==> src/rtl/decode_stage_param_if.sv <==
// Port bundle of the decode stage: D-stage inputs, W-stage write port,
// E-stage control, and the registered D->E outputs.
interface decode_stage_param_if #(
   parameter int XLEN   = 32,
   parameter int NREGS  = 32,
   parameter int CTRL_W = 8
);
   localparam int AW = $clog2(NREGS);

   // D-stage instruction and operands
   logic [31:0]       InstrD;
   logic [XLEN-1:0]   PCD;
   logic [XLEN-1:0]   PCPlus4D;
   logic              ValidD;
   logic [CTRL_W-1:0] CtrlD;
   logic [XLEN-1:0]   ImmExtD;
   logic              UsesRs1D;
   logic              UsesRs2D;

   // W-stage write port
   logic              RegWriteW;
   logic [AW-1:0]     RDW;
   logic [XLEN-1:0]   ResultW;

   // E-stage control from later stages
   logic              stallE;
   logic              flushE;

   // D-stage results
   logic [AW-1:0]     RS1D;
   logic [AW-1:0]     RS2D;
   logic              StallD;
   logic              IllegalRegD;

   // D->E pipeline register
   logic [AW-1:0]     RS1E;
   logic [AW-1:0]     RS2E;
   logic [AW-1:0]     RDE;
   logic [XLEN-1:0]   RD1E;
   logic [XLEN-1:0]   RD2E;
   logic [XLEN-1:0]   ImmExtE;
   logic [XLEN-1:0]   PCE;
   logic [XLEN-1:0]   PCPlus4E;
   logic [CTRL_W-1:0] CtrlE;
   logic              ValidE;

   // Upstream side: drives D/W/E-control, observes the stage results
   modport master (
      output InstrD, PCD, PCPlus4D, ValidD, CtrlD, ImmExtD, UsesRs1D, UsesRs2D,
      output RegWriteW, RDW, ResultW, stallE, flushE,
      input  RS1D, RS2D, StallD, IllegalRegD,
      input  RS1E, RS2E, RDE, RD1E, RD2E, ImmExtE, PCE, PCPlus4E, CtrlE, ValidE
   );

   // Decode-stage side
   modport slave (
      input  InstrD, PCD, PCPlus4D, ValidD, CtrlD, ImmExtD, UsesRs1D, UsesRs2D,
      input  RegWriteW, RDW, ResultW, stallE, flushE,
      output RS1D, RS2D, StallD, IllegalRegD,
      output RS1E, RS2E, RDE, RD1E, RD2E, ImmExtE, PCE, PCPlus4E, CtrlE, ValidE
   );
endinterface

==> src/rtl/decode_stage_param.sv <==
// Decode stage of the pipelined RISC-V core: architectural register file with
// optional same-cycle write-through, load-use hazard detection, RV32E index
// check, and the D->E pipeline register with stall and flush.
module decode_stage_param #(
   parameter int XLEN     = 32,
   parameter int NREGS    = 32,
   parameter int CTRL_W   = 8,
   parameter int LOAD_BIT = 0,
   parameter int ZERO_REG = 1,
   parameter int BYPASS   = 1
) (
   input logic                 clk,
   input logic                 rst,
   decode_stage_param_if.slave bus
);
   localparam int AW = $clog2(NREGS);

   // Everything the E stage needs from this instruction
   typedef struct packed {
      logic              valid;
      logic [CTRL_W-1:0] ctrl;
      logic [AW-1:0]     rs1;
      logic [AW-1:0]     rs2;
      logic [AW-1:0]     rd;
      logic [XLEN-1:0]   rd1;
      logic [XLEN-1:0]   rd2;
      logic [XLEN-1:0]   imm;
      logic [XLEN-1:0]   pc;
      logic [XLEN-1:0]   pc_plus4;
   } e_regs_t;

   logic [XLEN-1:0] rf_q [NREGS];
   logic [XLEN-1:0] rf_d [NREGS];
   e_regs_t         e_q;
   e_regs_t         e_d;

   logic [AW-1:0]   rs1_idx;
   logic [AW-1:0]   rs2_idx;
   logic [XLEN-1:0] rd1_val;
   logic [XLEN-1:0] rd2_val;
   logic            load_use;
   logic            unused_instr;

   assign rs1_idx = bus.InstrD[15 +: AW];
   assign rs2_idx = bus.InstrD[20 +: AW];

   // Only some instruction bits are decoded here; the rest belong to other stages.
   assign unused_instr = ^bus.InstrD;

   // Asynchronous register read, with W-stage forwarding and the hardwired-zero rule
   // NOTE: every signal written in an always_comb gets a value on entry so no path leaves it unassigned and no latch is inferred.
   always_comb begin
      rd1_val = rf_q[rs1_idx];
      rd2_val = rf_q[rs2_idx];
      if (BYPASS != 0 && bus.RegWriteW) begin
         if (rs1_idx == bus.RDW) rd1_val = bus.ResultW;
         if (rs2_idx == bus.RDW) rd2_val = bus.ResultW;
      end
      if (ZERO_REG != 0) begin
         if (rs1_idx == '0) rd1_val = '0;
         if (rs2_idx == '0) rd2_val = '0;
      end
   end

   // Register-file write port; x0 ignores writes when it is hardwired
   always_comb begin
      rf_d = rf_q;
      if (bus.RegWriteW && (ZERO_REG == 0 || bus.RDW != '0)) begin
         rf_d[bus.RDW] = bus.ResultW;
      end
   end

   // Register-file storage, cleared while reset is held
   // NOTE: the architectural state must read 0 after reset, so the file is built from resettable flops rather than an uninitialised RAM.
   // NOTE: sequential state is updated with non-blocking assignments so every flop samples pre-edge values regardless of block order.
   always_ff @(posedge clk) begin
      if (!rst) begin
         for (int i = 0; i < NREGS; i++) rf_q[i] <= '0;
      end else begin
         rf_q <= rf_d;
      end
   end

   // A load in E whose destination is read by the D instruction must wait one cycle
   assign load_use = e_q.valid & e_q.ctrl[LOAD_BIT] & (e_q.rd != '0) &
                     ((bus.UsesRs1D & (rs1_idx == e_q.rd)) |
                      (bus.UsesRs2D & (rs2_idx == e_q.rd)));

   // A flush squashes the E slot, so D need not hold even if E was stalled
   assign bus.StallD = rst & ~bus.flushE & (bus.stallE | load_use);

   // RV32E only has x0..x15; the trap itself is raised further down the pipe
   assign bus.IllegalRegD = (NREGS == 16) ?
      (bus.ValidD & (bus.InstrD[19] | bus.InstrD[24] | bus.InstrD[11])) : 1'b0;

   assign bus.RS1D = rs1_idx;
   assign bus.RS2D = rs2_idx;

   // Next E contents: flush, then stall, then load-use bubble, then capture
   always_comb begin
      e_d = e_q;
      if (bus.flushE) begin
         e_d = '0;
      end else if (bus.stallE) begin
         e_d = e_q;
      end else if (load_use) begin
         e_d = '0;
      end else begin
         e_d.valid    = bus.ValidD;
         e_d.ctrl     = bus.ValidD ? bus.CtrlD : '0;
         e_d.rs1      = rs1_idx;
         e_d.rs2      = rs2_idx;
         e_d.rd       = bus.InstrD[7 +: AW];
         e_d.rd1      = rd1_val;
         e_d.rd2      = rd2_val;
         e_d.imm      = bus.ImmExtD;
         e_d.pc       = bus.PCD;
         e_d.pc_plus4 = bus.PCPlus4D;
      end
   end

   // D->E pipeline register; reset overrides stall and flush
   always_ff @(posedge clk) begin
      if (!rst) begin
         e_q <= '0;
      end else begin
         e_q <= e_d;
      end
   end

   assign bus.ValidE   = e_q.valid;
   assign bus.CtrlE    = e_q.ctrl;
   assign bus.RS1E     = e_q.rs1;
   assign bus.RS2E     = e_q.rs2;
   assign bus.RDE      = e_q.rd;
   assign bus.RD1E     = e_q.rd1;
   assign bus.RD2E     = e_q.rd2;
   assign bus.ImmExtE  = e_q.imm;
   assign bus.PCE      = e_q.pc;
   assign bus.PCPlus4E = e_q.pc_plus4;
endmodule

==> src/flat_wrapper.sv <==
// flat-port wrapper written by rule: the top's interface ports become plain ports
module decode_stage_param_flat 
#(
   parameter int XLEN     = 32,
   parameter int NREGS    = 32,
   parameter int CTRL_W   = 8,
   parameter int LOAD_BIT = 0,
   parameter int ZERO_REG = 1,
   parameter int BYPASS   = 1
)
  (clk, rst, bus_InstrD, bus_PCD, bus_PCPlus4D, bus_ValidD, bus_CtrlD, bus_ImmExtD, bus_UsesRs1D, bus_UsesRs2D, bus_RegWriteW, bus_RDW, bus_ResultW, bus_stallE, bus_flushE, bus_RS1D, bus_RS2D, bus_StallD, bus_IllegalRegD, bus_RS1E, bus_RS2E, bus_RDE, bus_RD1E, bus_RD2E, bus_ImmExtE, bus_PCE, bus_PCPlus4E, bus_CtrlE, bus_ValidE);
  decode_stage_param_if #(.XLEN(XLEN), .NREGS(NREGS), .CTRL_W(CTRL_W)) bus_i ();
  input logic clk;
  input logic rst;
  input wire logic [$bits(bus_i.InstrD)-1:0] bus_InstrD;
  input wire logic [$bits(bus_i.PCD)-1:0] bus_PCD;
  input wire logic [$bits(bus_i.PCPlus4D)-1:0] bus_PCPlus4D;
  input wire logic [$bits(bus_i.ValidD)-1:0] bus_ValidD;
  input wire logic [$bits(bus_i.CtrlD)-1:0] bus_CtrlD;
  input wire logic [$bits(bus_i.ImmExtD)-1:0] bus_ImmExtD;
  input wire logic [$bits(bus_i.UsesRs1D)-1:0] bus_UsesRs1D;
  input wire logic [$bits(bus_i.UsesRs2D)-1:0] bus_UsesRs2D;
  input wire logic [$bits(bus_i.RegWriteW)-1:0] bus_RegWriteW;
  input wire logic [$bits(bus_i.RDW)-1:0] bus_RDW;
  input wire logic [$bits(bus_i.ResultW)-1:0] bus_ResultW;
  input wire logic [$bits(bus_i.stallE)-1:0] bus_stallE;
  input wire logic [$bits(bus_i.flushE)-1:0] bus_flushE;
  output wire logic [$bits(bus_i.RS1D)-1:0] bus_RS1D;
  output wire logic [$bits(bus_i.RS2D)-1:0] bus_RS2D;
  output wire logic [$bits(bus_i.StallD)-1:0] bus_StallD;
  output wire logic [$bits(bus_i.IllegalRegD)-1:0] bus_IllegalRegD;
  output wire logic [$bits(bus_i.RS1E)-1:0] bus_RS1E;
  output wire logic [$bits(bus_i.RS2E)-1:0] bus_RS2E;
  output wire logic [$bits(bus_i.RDE)-1:0] bus_RDE;
  output wire logic [$bits(bus_i.RD1E)-1:0] bus_RD1E;
  output wire logic [$bits(bus_i.RD2E)-1:0] bus_RD2E;
  output wire logic [$bits(bus_i.ImmExtE)-1:0] bus_ImmExtE;
  output wire logic [$bits(bus_i.PCE)-1:0] bus_PCE;
  output wire logic [$bits(bus_i.PCPlus4E)-1:0] bus_PCPlus4E;
  output wire logic [$bits(bus_i.CtrlE)-1:0] bus_CtrlE;
  output wire logic [$bits(bus_i.ValidE)-1:0] bus_ValidE;
  assign bus_i.InstrD = bus_InstrD;
  assign bus_i.PCD = bus_PCD;
  assign bus_i.PCPlus4D = bus_PCPlus4D;
  assign bus_i.ValidD = bus_ValidD;
  assign bus_i.CtrlD = bus_CtrlD;
  assign bus_i.ImmExtD = bus_ImmExtD;
  assign bus_i.UsesRs1D = bus_UsesRs1D;
  assign bus_i.UsesRs2D = bus_UsesRs2D;
  assign bus_i.RegWriteW = bus_RegWriteW;
  assign bus_i.RDW = bus_RDW;
  assign bus_i.ResultW = bus_ResultW;
  assign bus_i.stallE = bus_stallE;
  assign bus_i.flushE = bus_flushE;
  assign bus_RS1D = bus_i.RS1D;
  assign bus_RS2D = bus_i.RS2D;
  assign bus_StallD = bus_i.StallD;
  assign bus_IllegalRegD = bus_i.IllegalRegD;
  assign bus_RS1E = bus_i.RS1E;
  assign bus_RS2E = bus_i.RS2E;
  assign bus_RDE = bus_i.RDE;
  assign bus_RD1E = bus_i.RD1E;
  assign bus_RD2E = bus_i.RD2E;
  assign bus_ImmExtE = bus_i.ImmExtE;
  assign bus_PCE = bus_i.PCE;
  assign bus_PCPlus4E = bus_i.PCPlus4E;
  assign bus_CtrlE = bus_i.CtrlE;
  assign bus_ValidE = bus_i.ValidE;
  decode_stage_param #(.XLEN(XLEN), .NREGS(NREGS), .CTRL_W(CTRL_W), .LOAD_BIT(LOAD_BIT), .ZERO_REG(ZERO_REG), .BYPASS(BYPASS)) u_core (.clk(clk), .rst(rst), .bus(bus_i));
endmodule
==> config.mk <==
export PLATFORM = sky130hd
export DESIGN_NAME = decode_stage_param_flat
export DESIGN_NICKNAME = d
export VERILOG_FILES = /design/src/rtl/decode_stage_param_if.sv /design/src/rtl/decode_stage_param.sv /design/src/flat_wrapper.sv
export SDC_FILE = /design/constraint.sdc
export NUM_CORES = 2
export LEC_CHECK = 0
export CAP_MARGIN = 20
export CORE_MARGIN = 2
export CORE_UTILIZATION = 55
export CTS_BUF_LIST = sky130_fd_sc_hd__clkbuf_8
export DETAILED_ROUTE_END_ITERATION = 16
export GPL_ROUTABILITY_DRIVEN = 0
export HOLD_SLACK_MARGIN = 0.12
export PLACE_DENSITY_LB_ADDON = 0.15
export SYNTH_ARGS = -nofsm -noshare
export SYNTH_HDL_FRONTEND = slang
export SYNTH_SLANG_ARGS = --single-unit
==> constraint.sdc <==
create_clock -name clk -period 2 [get_ports clk]
set_input_delay 0.5 -clock clk [delete_from_list [all_inputs] [get_ports clk]]
set_output_delay 0.5 -clock clk [all_outputs]
set_load 0.05 [all_outputs]
==> impl_table.tex <==
\begin{tabular}{lr}
\hline
Metric & Value \\
\hline
\multicolumn{2}{l}{\textbf{Status}} \\
Run status & finished, violations left \\
Violated checks & negative setup slack \\
\multicolumn{2}{l}{\textbf{Power and ir drop}} \\
Worst VDD drop & 0.000540 V \\
Pleak & 26.5 nW \\
Overall power after layout & 54.1 mW \\
Total power divided by cell area & 716 nW/µm² \\
\multicolumn{2}{l}{\textbf{Final layout}} \\
Final Non-Filler Cells & 8554 \\
Commonest non-fill, non-tap cell in the layout & nand2\_1 \\
Count of fill cells added during filler insertion & 8033 \\
Footprint of the flip-flops and latches & 24400 µm² \\
Top library cells by usage in the layout, fill and taps aside & 2114 x nand2\_1, 1108 x dfxtp\_1, 910 x a21boi\_0 \\
Multi-input gate area & 33700 µm² \\
Area growth, synth to finish & 25.0\% \\
Layout cell share with drive strength beyond 1 & 0.265 \\
Final nets & 7150 \\
\multicolumn{2}{l}{\textbf{Hold path}} \\
Class of the tightest hold or removal check & in2reg \\
Endpoint, Worst Hold & u\_core.bus.RS1E[2]\$\_SDFFE\_PN0N\_ \\
Worst hold path depth & 4 \\
Startpoint of the worst hold path & bus\_InstrD[17] \\
\multicolumn{2}{l}{\textbf{Synth}} \\
Flop and latch count out of synthesis & 1208 \\
Post-Synthesis Net Count & 6717 \\
Primary flip-flop cell chosen by synthesis mapping & dfxtp\_1 \\
Sequential fraction of the synthesis area & 0.400 \\
Number of instances in the synthesized netlist & 6536 \\
Count of unique library cells instantiated by Yosys & 58 \\
Synth warnings & 0 \\
Syn Area/Cell & 9.25 µm² \\
Share of synthesized flip-flops with an asynchronous set or reset & 0 \\
Count of flip-flops with a built-in enable after synthesis & 0 \\
Post-Synthesis Cell Area & 60400 µm² \\
\multicolumn{2}{l}{\textbf{Routing}} \\
Count of nets left with antenna violations after detail routing & 0 \\
First DRT Iteration DRCs & 7589 \\
Routed WL per cell & 27.8 µm \\
Total Routed Length & 238000 µm \\
Via/cell ratio & 6.49 \\
Via count & 55500 \\
Pre-Repair DR Iteration Count & 7 \\
DRC viols & 0 \\
\multicolumn{2}{l}{\textbf{Clocking}} \\
Clock latency reported for the late side of the worst-skew pair & 0.94 ns \\
TritonCTS clock tree & built \\
CTS max path bufs & 3 \\
Post-CTS clock slew at the launch and capture registers of the worst setup and hold paths & 0.06 ns \\
Total number of H-tree levels & 4 \\
TritonCTS Buffers & 200 \\
Cell at the root of the clock tree & clkbuf\_8 \\
Clock sink count & 1208 \\
\multicolumn{2}{l}{\textbf{Timing}} \\
Worst-case hold slack & 0.173 ns \\
Share of the clock period used by the worst path after layout & 1.41 \\
Setup TNS after final layout & -6.58 ns \\
RSZ-0062 raised after global routing & true \\
\# setup viols final & 126 \\
Remaining max-slew budget at the tightest pin & 0.458 \\
Maximum clock skew at final layout & 0.0473 ns \\
Highest Clock Rate & 354 MHz \\
Worst-Margin Slew & 0.813 ns \\
Final setup slack of the worst path & -0.825 ns \\
Min Clock Period, post-route & 2.82 ns \\
Hold violation total from the final report & 0 \\
Final slew viol count & 0 \\
\multicolumn{2}{l}{\textbf{Placed design}} \\
\# placed instances & 8168 \\
Number of buffers added on ports & 358 \\
Worst slack, placed & -0.855 ns \\
Final HPWL from detailed placement & 156000 µm \\
\multicolumn{2}{l}{\textbf{Setup path}} \\
Register-to-Register Setup Slack & -0.19 ns \\
Highest net fanout along the worst path & 4 \\
Kind of end point of the critical path & output port \\
Arr. time, crit path & 2.32 ns \\
CP required & 1.50 ns \\
Worst reg2reg startpoint & u\_core.bus.RDE[4]\$\_SDFFE\_PN0N\_ \\
Worst setup path category & reg2out \\
R2R depth & 10 \\
CP startpoint kind & register \\
Worst r2r dst & u\_core.bus.ImmExtE[25]\$\_SDFFE\_PN0N\_ \\
\multicolumn{2}{l}{\textbf{Die}} \\
Number of top-level design ports & 377 \\
Initial core utilization & 0.555 \\
Core Box Area & 109000 µm² \\
Row count & 121 \\
Die H & 335 µm \\
Area of the die & 113000 µm² \\
Overall die width & 335 µm \\
\multicolumn{2}{l}{\textbf{Global route}} \\
Via count of the first global-routing pass & 53500 \\
Pin count of the biggest net entering global routing & 138 \\
Total Routing Usage GR & 0.412 \\
Initial antenna violation count & 4 \\
Wire length of the first global-routing pass & 346000 µm \\
Global route total overflow & 0 \\
\multicolumn{2}{l}{\textbf{Job}} \\
Maximum Capacitance Violations & 0 \\
\hline
\end{tabular}
per-layer routing:
metal  track usage  vias to the layer above  part of all wire
met3         0.104                      974              0.12
met2         0.620                     4015              0.44
met4         0.301                        4             0.083
met5             0                        -           0.00013
met1         0.515                    26800              0.35
li1              -                    23800                 -
area by class of cell:
cell class / instances / share of cell area
Clock inverter: 104 / 0.00737
Antenna cell: 3 / 0.0000994
Clock buffer: 266 / 0.0485
Timing Repair Buffer: 935 / 0.150
Tap cell: 1414 / 0.0234
Multi-Input combinational cell: 4624 / 0.447
Sequential cell: 1208 / 0.324
cell families (layout without fill, tap and decap cells):
family / count (synthesis) / in the layout / synth area share
AOI/OAI and AO/OA: 1561 / 1561 / 0.191
xor gates and xnor gates: 20 / 20 / 0.00290
buffers and inverters: 704 / 1305 / 0.0546
DFF: 1208 / 1208 / 0.400
muxes: 552 / 552 / 0.191
other: 1 / 4 / 0.0000621
and+or+nand+nor: 2490 / 2490 / 0.160
power by group:
group / internal, mW / switching, mW / leakage, nW / total (mW)
Clock: 12.2 / 10.8 / 2.41 / 22.9
Combinational: 2.81 / 3.79 / 14.3 / 6.60
Sequential: 24.3 / 0.257 / 9.81 / 24.5
Total: 39.2 / 14.8 / 26.5 / 54.1
stage by stage:
| stage | cell area [µm²] | util |
|---|---|---|
| after floorplan | 60800 | - |
| after global placement | 69600 | 0.640 |
| after detailed placement | 69700 | 0.640 |
| after CTS | 74900 | 0.688 |
| after global routing | 75500 | 0.694 |
| final | 75500 | 0.694 |
sequential cells by signal, summed over array words and instances, names as in the netlist:
register and cells:
u_core.rf_q 1024, u_core.bus.ImmExtE 32, u_core.bus.PCE 32, u_core.bus.PCPlus4E 32, u_core.bus.RD1E 32, u_core.bus.RD2E 32, u_core.bus.CtrlE 8, u_core.bus.RDE 5
u_core.bus.RS1E 5, u_core.bus.RS2E 5, u_core.bus.ValidE 1
cells in the mapped netlist, drive strengths merged, types with 37 or more instances:
cell type,n,area (µm²)
nand2,2137,8040
dfxtp,1208,24200
mux2,65,732
o22ai,181,1130
clkbuf,463,1780
mux4,472,10600
and2,37,231
buf,241,1520
a21boi,992,7450
a22oi,234,1760
nor2,249,940
o31ai,51,453
worst max-delay path by stage:
stage,from,end,slack (ns),cells after the start
after floorplan,bus_InstrD[19],bus_StallD,-0.24,7
after global placement,bus_InstrD[23],u_core.bus.RD2E[4]$_SDFFE_PN0N_,-0.94,7
after detailed placement,bus_InstrD[23],u_core.bus.RD2E[28]$_SDFFE_PN0N_,-0.86,11
after CTS,u_core.bus.RDE[0]$_SDFFE_PN0N_,bus_StallD,-0.91,7
after global routing,u_core.bus.RDE[4]$_SDFFE_PN0N_,bus_StallD,-0.90,7
final,u_core.bus.RDE[4]$_SDFFE_PN0N_,bus_StallD,-0.82,7
worst max-delay path, stage by stage (launching register included):
cell,delay (ns)
dfxtp_4,0.37
xnor2_2,0.16
nand4_1,0.12
o22ai_2,0.20
a41oi_4,0.16
buf_12,0.16
nor2_4,0.09
buf_12,0.14
what timing repair did:
item	CTS	global route
setup endpoints to repair	195	243
gates cloned	3	3
hold buffers	3	0
endpoints found under the hold margin	87	0
pin swaps	10	5
resized for setup	598	125
buffers inserted	3	1
No activity file was read; power rests on OpenSTA's default activity.
